[src/rtl/activation_lut_loader_if.sv]
// activation_lut_loader_if: control, input stream, LUT write port and status of the LUT loader.
interface activation_lut_loader_if #(
    parameter int ADDR_WIDTH = 8,
    parameter int DATA_WIDTH = 8
);
    logic                  start;
    logic                  abort;
    logic                  s_valid;
    logic [DATA_WIDTH-1:0] s_data;
    logic                  s_ready;
    logic                  lut_we;
    logic [ADDR_WIDTH-1:0] lut_addr;
    logic [DATA_WIDTH-1:0] lut_wdata;
    logic                  busy;
    logic                  done;
    logic                  aborted;
    logic [15:0]           checksum;
    modport master (
        output start, abort, s_valid, s_data,
        input  s_ready, lut_we, lut_addr, lut_wdata, busy, done, aborted, checksum
    );
    modport slave (
        input  start, abort, s_valid, s_data,
        output s_ready, lut_we, lut_addr, lut_wdata, busy, done, aborted, checksum
    );
endinterface

[src/rtl/activation_lut_loader.sv]
// activation_lut_loader: streams 2^ADDR_WIDTH words into a LUT in ascending address order.
module activation_lut_loader #(
    parameter int ADDR_WIDTH = 8,
    parameter int DATA_WIDTH = 8
) (
    input  logic clk,
    input  logic rst_n,
    activation_lut_loader_if.slave bus
);
    typedef enum logic [1:0] {IDLE, LOAD, DONE} state_t;
    state_t                r_state;
    state_t                w_next;
    logic [ADDR_WIDTH-1:0] r_cnt;
    logic                  r_we;
    logic [ADDR_WIDTH-1:0] r_addr;
    logic [DATA_WIDTH-1:0] r_wdata;
    logic [15:0]           r_checksum;
    logic                  r_aborted;
    logic                  w_ready;
    logic                  w_hs;
    logic                  w_start;
    always_comb begin
        w_ready = (r_state == LOAD) && !bus.abort;
        w_hs    = bus.s_valid && w_ready;
        w_start = bus.start && !bus.abort && (r_state != LOAD);
        w_next  = r_state;
        if (r_state == LOAD)
            w_next = bus.abort ? IDLE : (w_hs && r_cnt == '1) ? DONE : LOAD;
        else if (w_start)
            w_next = LOAD;
    end
    always_ff @(posedge clk or negedge rst_n) begin
        if (!rst_n) begin
            r_state    <= IDLE;
            r_cnt      <= '0;
            r_we       <= 1'b0;
            r_addr     <= '0;
            r_wdata    <= '0;
            r_checksum <= '0;
            r_aborted  <= 1'b0;
        end else begin
            r_state <= w_next;
            r_we    <= w_hs;
            if (w_hs) begin
                r_addr     <= r_cnt;
                r_wdata    <= bus.s_data;
                r_checksum <= r_checksum + 16'(bus.s_data);
                r_cnt      <= r_cnt + 1'b1;
            end
            // start is only honoured outside LOAD, so it never races a handshake update
            if (w_start) begin
                r_cnt      <= '0;
                r_checksum <= '0;
                r_aborted  <= 1'b0;
            end
            if (r_state == LOAD && bus.abort)
                r_aborted <= 1'b1;
        end
    end
    assign bus.s_ready   = w_ready;
    assign bus.lut_we    = r_we;
    assign bus.lut_addr  = r_addr;
    assign bus.lut_wdata = r_wdata;
    assign bus.busy      = (r_state == LOAD);
    assign bus.done      = (r_state == DONE);
    assign bus.aborted   = r_aborted;
    assign bus.checksum  = r_checksum;
endmodule

[src/flat_wrapper.sv]
// flat-port wrapper written by rule: the top's interface ports become plain ports
module activation_lut_loader_flat 
#(
    parameter int ADDR_WIDTH = 8,
    parameter int DATA_WIDTH = 8
)
  (clk, rst_n, bus_start, bus_abort, bus_s_valid, bus_s_data, bus_s_ready, bus_lut_we, bus_lut_addr, bus_lut_wdata, bus_busy, bus_done, bus_aborted, bus_checksum);
  activation_lut_loader_if #(.ADDR_WIDTH(ADDR_WIDTH), .DATA_WIDTH(DATA_WIDTH)) bus_i ();
  input  logic clk;
  input  logic rst_n;
  input wire logic [$bits(bus_i.start)-1:0] bus_start;
  input wire logic [$bits(bus_i.abort)-1:0] bus_abort;
  input wire logic [$bits(bus_i.s_valid)-1:0] bus_s_valid;
  input wire logic [$bits(bus_i.s_data)-1:0] bus_s_data;
  output wire logic [$bits(bus_i.s_ready)-1:0] bus_s_ready;
  output wire logic [$bits(bus_i.lut_we)-1:0] bus_lut_we;
  output wire logic [$bits(bus_i.lut_addr)-1:0] bus_lut_addr;
  output wire logic [$bits(bus_i.lut_wdata)-1:0] bus_lut_wdata;
  output wire logic [$bits(bus_i.busy)-1:0] bus_busy;
  output wire logic [$bits(bus_i.done)-1:0] bus_done;
  output wire logic [$bits(bus_i.aborted)-1:0] bus_aborted;
  output wire logic [$bits(bus_i.checksum)-1:0] bus_checksum;
  assign bus_i.start = bus_start;
  assign bus_i.abort = bus_abort;
  assign bus_i.s_valid = bus_s_valid;
  assign bus_i.s_data = bus_s_data;
  assign bus_s_ready = bus_i.s_ready;
  assign bus_lut_we = bus_i.lut_we;
  assign bus_lut_addr = bus_i.lut_addr;
  assign bus_lut_wdata = bus_i.lut_wdata;
  assign bus_busy = bus_i.busy;
  assign bus_done = bus_i.done;
  assign bus_aborted = bus_i.aborted;
  assign bus_checksum = bus_i.checksum;
  activation_lut_loader #(.ADDR_WIDTH(ADDR_WIDTH), .DATA_WIDTH(DATA_WIDTH)) u_core (.clk(clk), .rst_n(rst_n), .bus(bus_i));
endmodule
[config.mk]
export PLATFORM = sky130hd
export DESIGN_NAME = activation_lut_loader_flat
export DESIGN_NICKNAME = d
export VERILOG_FILES = /design/src/rtl/activation_lut_loader_if.sv /design/src/rtl/activation_lut_loader.sv /design/src/flat_wrapper.sv
export SDC_FILE = /design/constraint.sdc
export NUM_CORES = 1
export LEC_CHECK = 0
export ABC_CLOCK_PERIOD_IN_PS = 2300
export CAP_MARGIN = 20
export CORE_MARGIN = 3
export CORE_UTILIZATION = 45
export DETAILED_ROUTE_END_ITERATION = 8
export DONT_BUFFER_PORTS = 1
export GPL_ROUTABILITY_DRIVEN = 0
export HOLD_SLACK_MARGIN = 0.15
export PLACE_DENSITY_LB_ADDON = 0.2
export SYNTH_ARGS = -nofsm -noshare
export SYNTH_HDL_FRONTEND = slang
export SYNTH_SLANG_ARGS = --single-unit
[constraint.sdc]
create_clock -name clk -period 2.3 [get_ports clk]
set_input_delay 0.46 -clock clk [delete_from_list [all_inputs] [get_ports clk]]
set_output_delay 0.46 -clock clk [all_outputs]
set_load 0.05 [all_outputs]
==> results.ini <==
[setup_path]
critical_path_origin = u_core.bus.checksum[0]
cp_slowest_cell = sky130_fd_sc_hd__or4_1
beginning_of_the_worst_register_to_register_path = u_core.bus.checksum[0]
cell_by_cell_listing_of_the_critical_path = ha_2 -> inv_1 -> fa_1 -> nand2b_1 -> a21oi_2 -> nor2_1 -> or4_1 -> a21oi_1
critical_path.startpoint_type = flop
cp_max_fo = 4
critical_path.endpoint_type = flop
kind_of_critical_path = reg2reg
cp_slowest_stage_delay_ns = 0.51
timing.critical_path.required_ns = 2.53
timing.critical_path.arrival_ns = 2.42

[clock_tree]
cts_tree = yes
cts_resized = 0
htree_levels = 2
numCtsBuffers = 5
clk_pin_slew_ns = 0.09
clkSinkCount = 44
worstSkewPairLatency_ns = 0.30
ctsRootBufferMaster = sky130_fd_sc_hd__clkbuf_8
maximum_count_of_clock_buffers_along_a_single_path = 2

[die]
initial_util = 0.486
dieArea_um2 = 5770
fp.dieW_um = 76.0
floorplan.rows = 24
die_h_um = 76.0
core-area_um2 = 4530
io-pin-count = 50

[logic_synthesis]
share_of_cell_area_taken_by_muxes_after_synthesis = 0.00454
synth.yosys.warnings = 0
netlist_top_cells_area = sky130_fd_sc_hd__dfrtp_1, sky130_fd_sc_hd__nand2_1, sky130_fd_sc_hd__ha_1
postSynthNetCount = 258
post-synth-top-area-cell = sky130_fd_sc_hd__dfrtp_1
yosys.area_share.adder = 0.0602
synth_top_family_by_area = simple AND/OR/NAND/NOR gates
synth_xor_area_frac = 0.0398
yosysTopAreaCellShare = 0.500
simple_gate_share_of_the_synthesized_area = 0.233
top_cell_types_by_occurrence_after_synthesis = sky130_fd_sc_hd__nand2_1, sky130_fd_sc_hd__dfrtp_1, sky130_fd_sc_hd__o21ai_0
synth-edff-count = 0
netlist_instances = 235
dominantRegCellSynth = sky130_fd_sc_hd__dfrtp_1
synth.distinct_cells = 42
synth_compound_gate_area_share = 0.137
synth-seq-cells = 44
synth_area_per_cell_um2 = 9.38
synth_most_common_cell = sky130_fd_sc_hd__nand2_1
synthesized_area_um2 = 2200
ys_async_sr_fraction = 1.00
fraction_of_the_yosys_area_taken_by_sequential_cells = 0.500

[route]
post-route-drc-count = 0
wirelength_um = 4630
antenna_violating_nets_post_route = 0
detailed_router_iteration_count_before_antenna_repair = 4
post_drt_wl_per_cell_um = 14.4
num_vias = 1661
dr.first_iter.drc_count = 100
avgViaCountPerCell = 5.17

[pwr]
power.leakage_nw = 1.24
vdd.ir_drop.worst_mv = 0.450
cellPowerDensity_nw_per_um2 = 848

[placement]
place.port_buffers = 0
dp.final_hpwl_um = 3350
dpl-instance-area_um2 = 2390

[sta]
min_period_ns = 2.19
worst_clock_skew_ns = 0.0104
finalSetupViolations = 0
drv_slew = 0
setup_total_negative_slack_ns = 0
final_hold_viol_count = 0
final.period_utilization = 0.952
rsz0062_at_grt = yes
slew_at_the_pin_with_the_worst_max_slew_slack_ns = 0.622
fmax_mhz = 457
timing.max_slew.rel_slack = 0.585

[global_route]
grt_util_all_layers = 0.172
global_route.peak_usage_layer = met2
grt_max_degree = 45
grt_overflow_total = 0
number_of_antenna_violations_at_the_first_check_in_global_routing = 0
globalRouteMet3Util = 0.0496
globalRouteMet2Util = 0.285
fraction_of_met1_tracks_used_by_global_routing = 0.216
grt_pass1_wl_um = 8090
first_global_vias = 1686

[cells_and_area]
nNetsFinal = 278
syn_to_layout_area_delta_pct = 14.3
finish.instance_area_um2 = 2520
filler_cell_count_in_the_final_layout = 422
antenna_cells_inserted = 0
drive_gt1_frac = 0.141

[flow_run]
max_cap_viol_count = 0

[hold_path]
min_from = bus_s_data[3]
timing.hold.worst.class = in2reg

[outcome]
outcome = completed

-- cells in the final DEF (no fill, tap or decap), types with 2 or more instances in the layout --
cell,netlist,routed
sky130_fd_sc_hd__xnor2_1,2,2
sky130_fd_sc_hd__a21o_1,4,4
sky130_fd_sc_hd__xor2_1,8,8
sky130_fd_sc_hd__clkbuf_8,0,7
sky130_fd_sc_hd__inv_1,5,5
sky130_fd_sc_hd__nand3_1,3,3
sky130_fd_sc_hd__nand4_1,3,3
sky130_fd_sc_hd__a21oi_1,16,15
sky130_fd_sc_hd__dfrtp_2,0,2
sky130_fd_sc_hd__dfrtp_1,44,42
sky130_fd_sc_hd__buf_4,0,17
sky130_fd_sc_hd__o211ai_1,3,3
sky130_fd_sc_hd__o21ai_0,17,17
sky130_fd_sc_hd__a22o_1,2,2
sky130_fd_sc_hd__nand2b_1,5,5
sky130_fd_sc_hd__o31ai_1,2,2
sky130_fd_sc_hd__nor3_1,2,2
sky130_fd_sc_hd__nor2_1,12,12
sky130_fd_sc_hd__or3_1,7,7
sky130_fd_sc_hd__ha_1,9,8
sky130_fd_sc_hd__nand2_1,63,63
sky130_fd_sc_hd__and3_1,2,2
-- flip-flops by register name, indices dropped and copies added, names as in the netlist --
name	cells
u_core.bus.aborted	1
u_core.r_state	2
u_core.bus.lut_wdata	8
u_core.bus.lut_addr	8
u_core.bus.lut_we	1
u_core.bus.checksum	16
u_core.r_cnt	8
-- logic make-up after synthesis --
logic type | count (synthesis)
mux | 1
simple gates | 107
flops | 44
compound gates | 51
fa+ha+maj | 10
xor+xnor | 10
buf+inv | 12
-- final timing paths --
path	to	slack, ns	cells past startpoint
max in group asynchronous	u_core.bus.checksum[0]	1.45	2
setup reg to reg	u_core.bus.checksum[10]	0.11	8
setup / recovery	u_core.bus.checksum[10]	0.11	8
hold reg to reg	u_core.r_state[1]	0.53	1
hold / removal	u_core.bus.lut_wdata[3]	0.27	2
min in group asynchronous	u_core.bus.checksum[1]	0.60	2
-- critical path: cells and delay by family (launching register included) --
family / cells / cell delay (ns)
compound gates: 2 / 0.33
fa+ha+maj: 2 / 0.57
buf+inv: 1 / 0.05
flops: 1 / 0.37
simple gates: 3 / 0.80
-- layout make-up --
type                       instances  area (um^2)  share of cell area
multi-input combinational        179         1050               0.418
tap                               65         81.3              0.0323
sequential                        44         1100               0.438
clock buffer                       8          100              0.0397
inverter                           6         23.8             0.00944
timing repair buffer              19          158              0.0626
-- layer usage --
metal | vias to the layer above | routed length (um)
met3 | 10 | 193
li1 | 846 | -
met1 | 774 | 2150
met5 | - | 0
met4 | 0 | 82
met2 | 31 | 2210
-- power by group --
part	total, W	leakage, nW	internal [W]	switching, W
registers	0.00106	0.588	0.000852	0.000208
clock network	0.000535	0.0515	0.000274	0.000260
logic	0.000541	0.596	0.000190	0.000352
-- what timing repair did --
item | 4_1_cts | 5_1_grt
hold buffers | 2 | 0
endpoints found under the setup margin | 0 | 2
hold endpoints to repair | 44 | 0
setup buffers | 0 | 0
-- through the flow --
step           hold WS, ns   util  power, W  setup slack, ns  instances
3_3_place_gp         0.166  0.527   0.00159           0.0749        311
4_1_cts              0.261  0.555   0.00215            0.129        321
6_report             0.266  0.555   0.00214            0.110        321
2_1_floorplan        0.164      -   0.00146           0.0295        235
3_5_place_dp         0.166  0.527   0.00160           0.0566        311
5_1_grt              0.265  0.555   0.00226          -0.0405        321
Note: power is estimated with default switching activity, not from simulation.
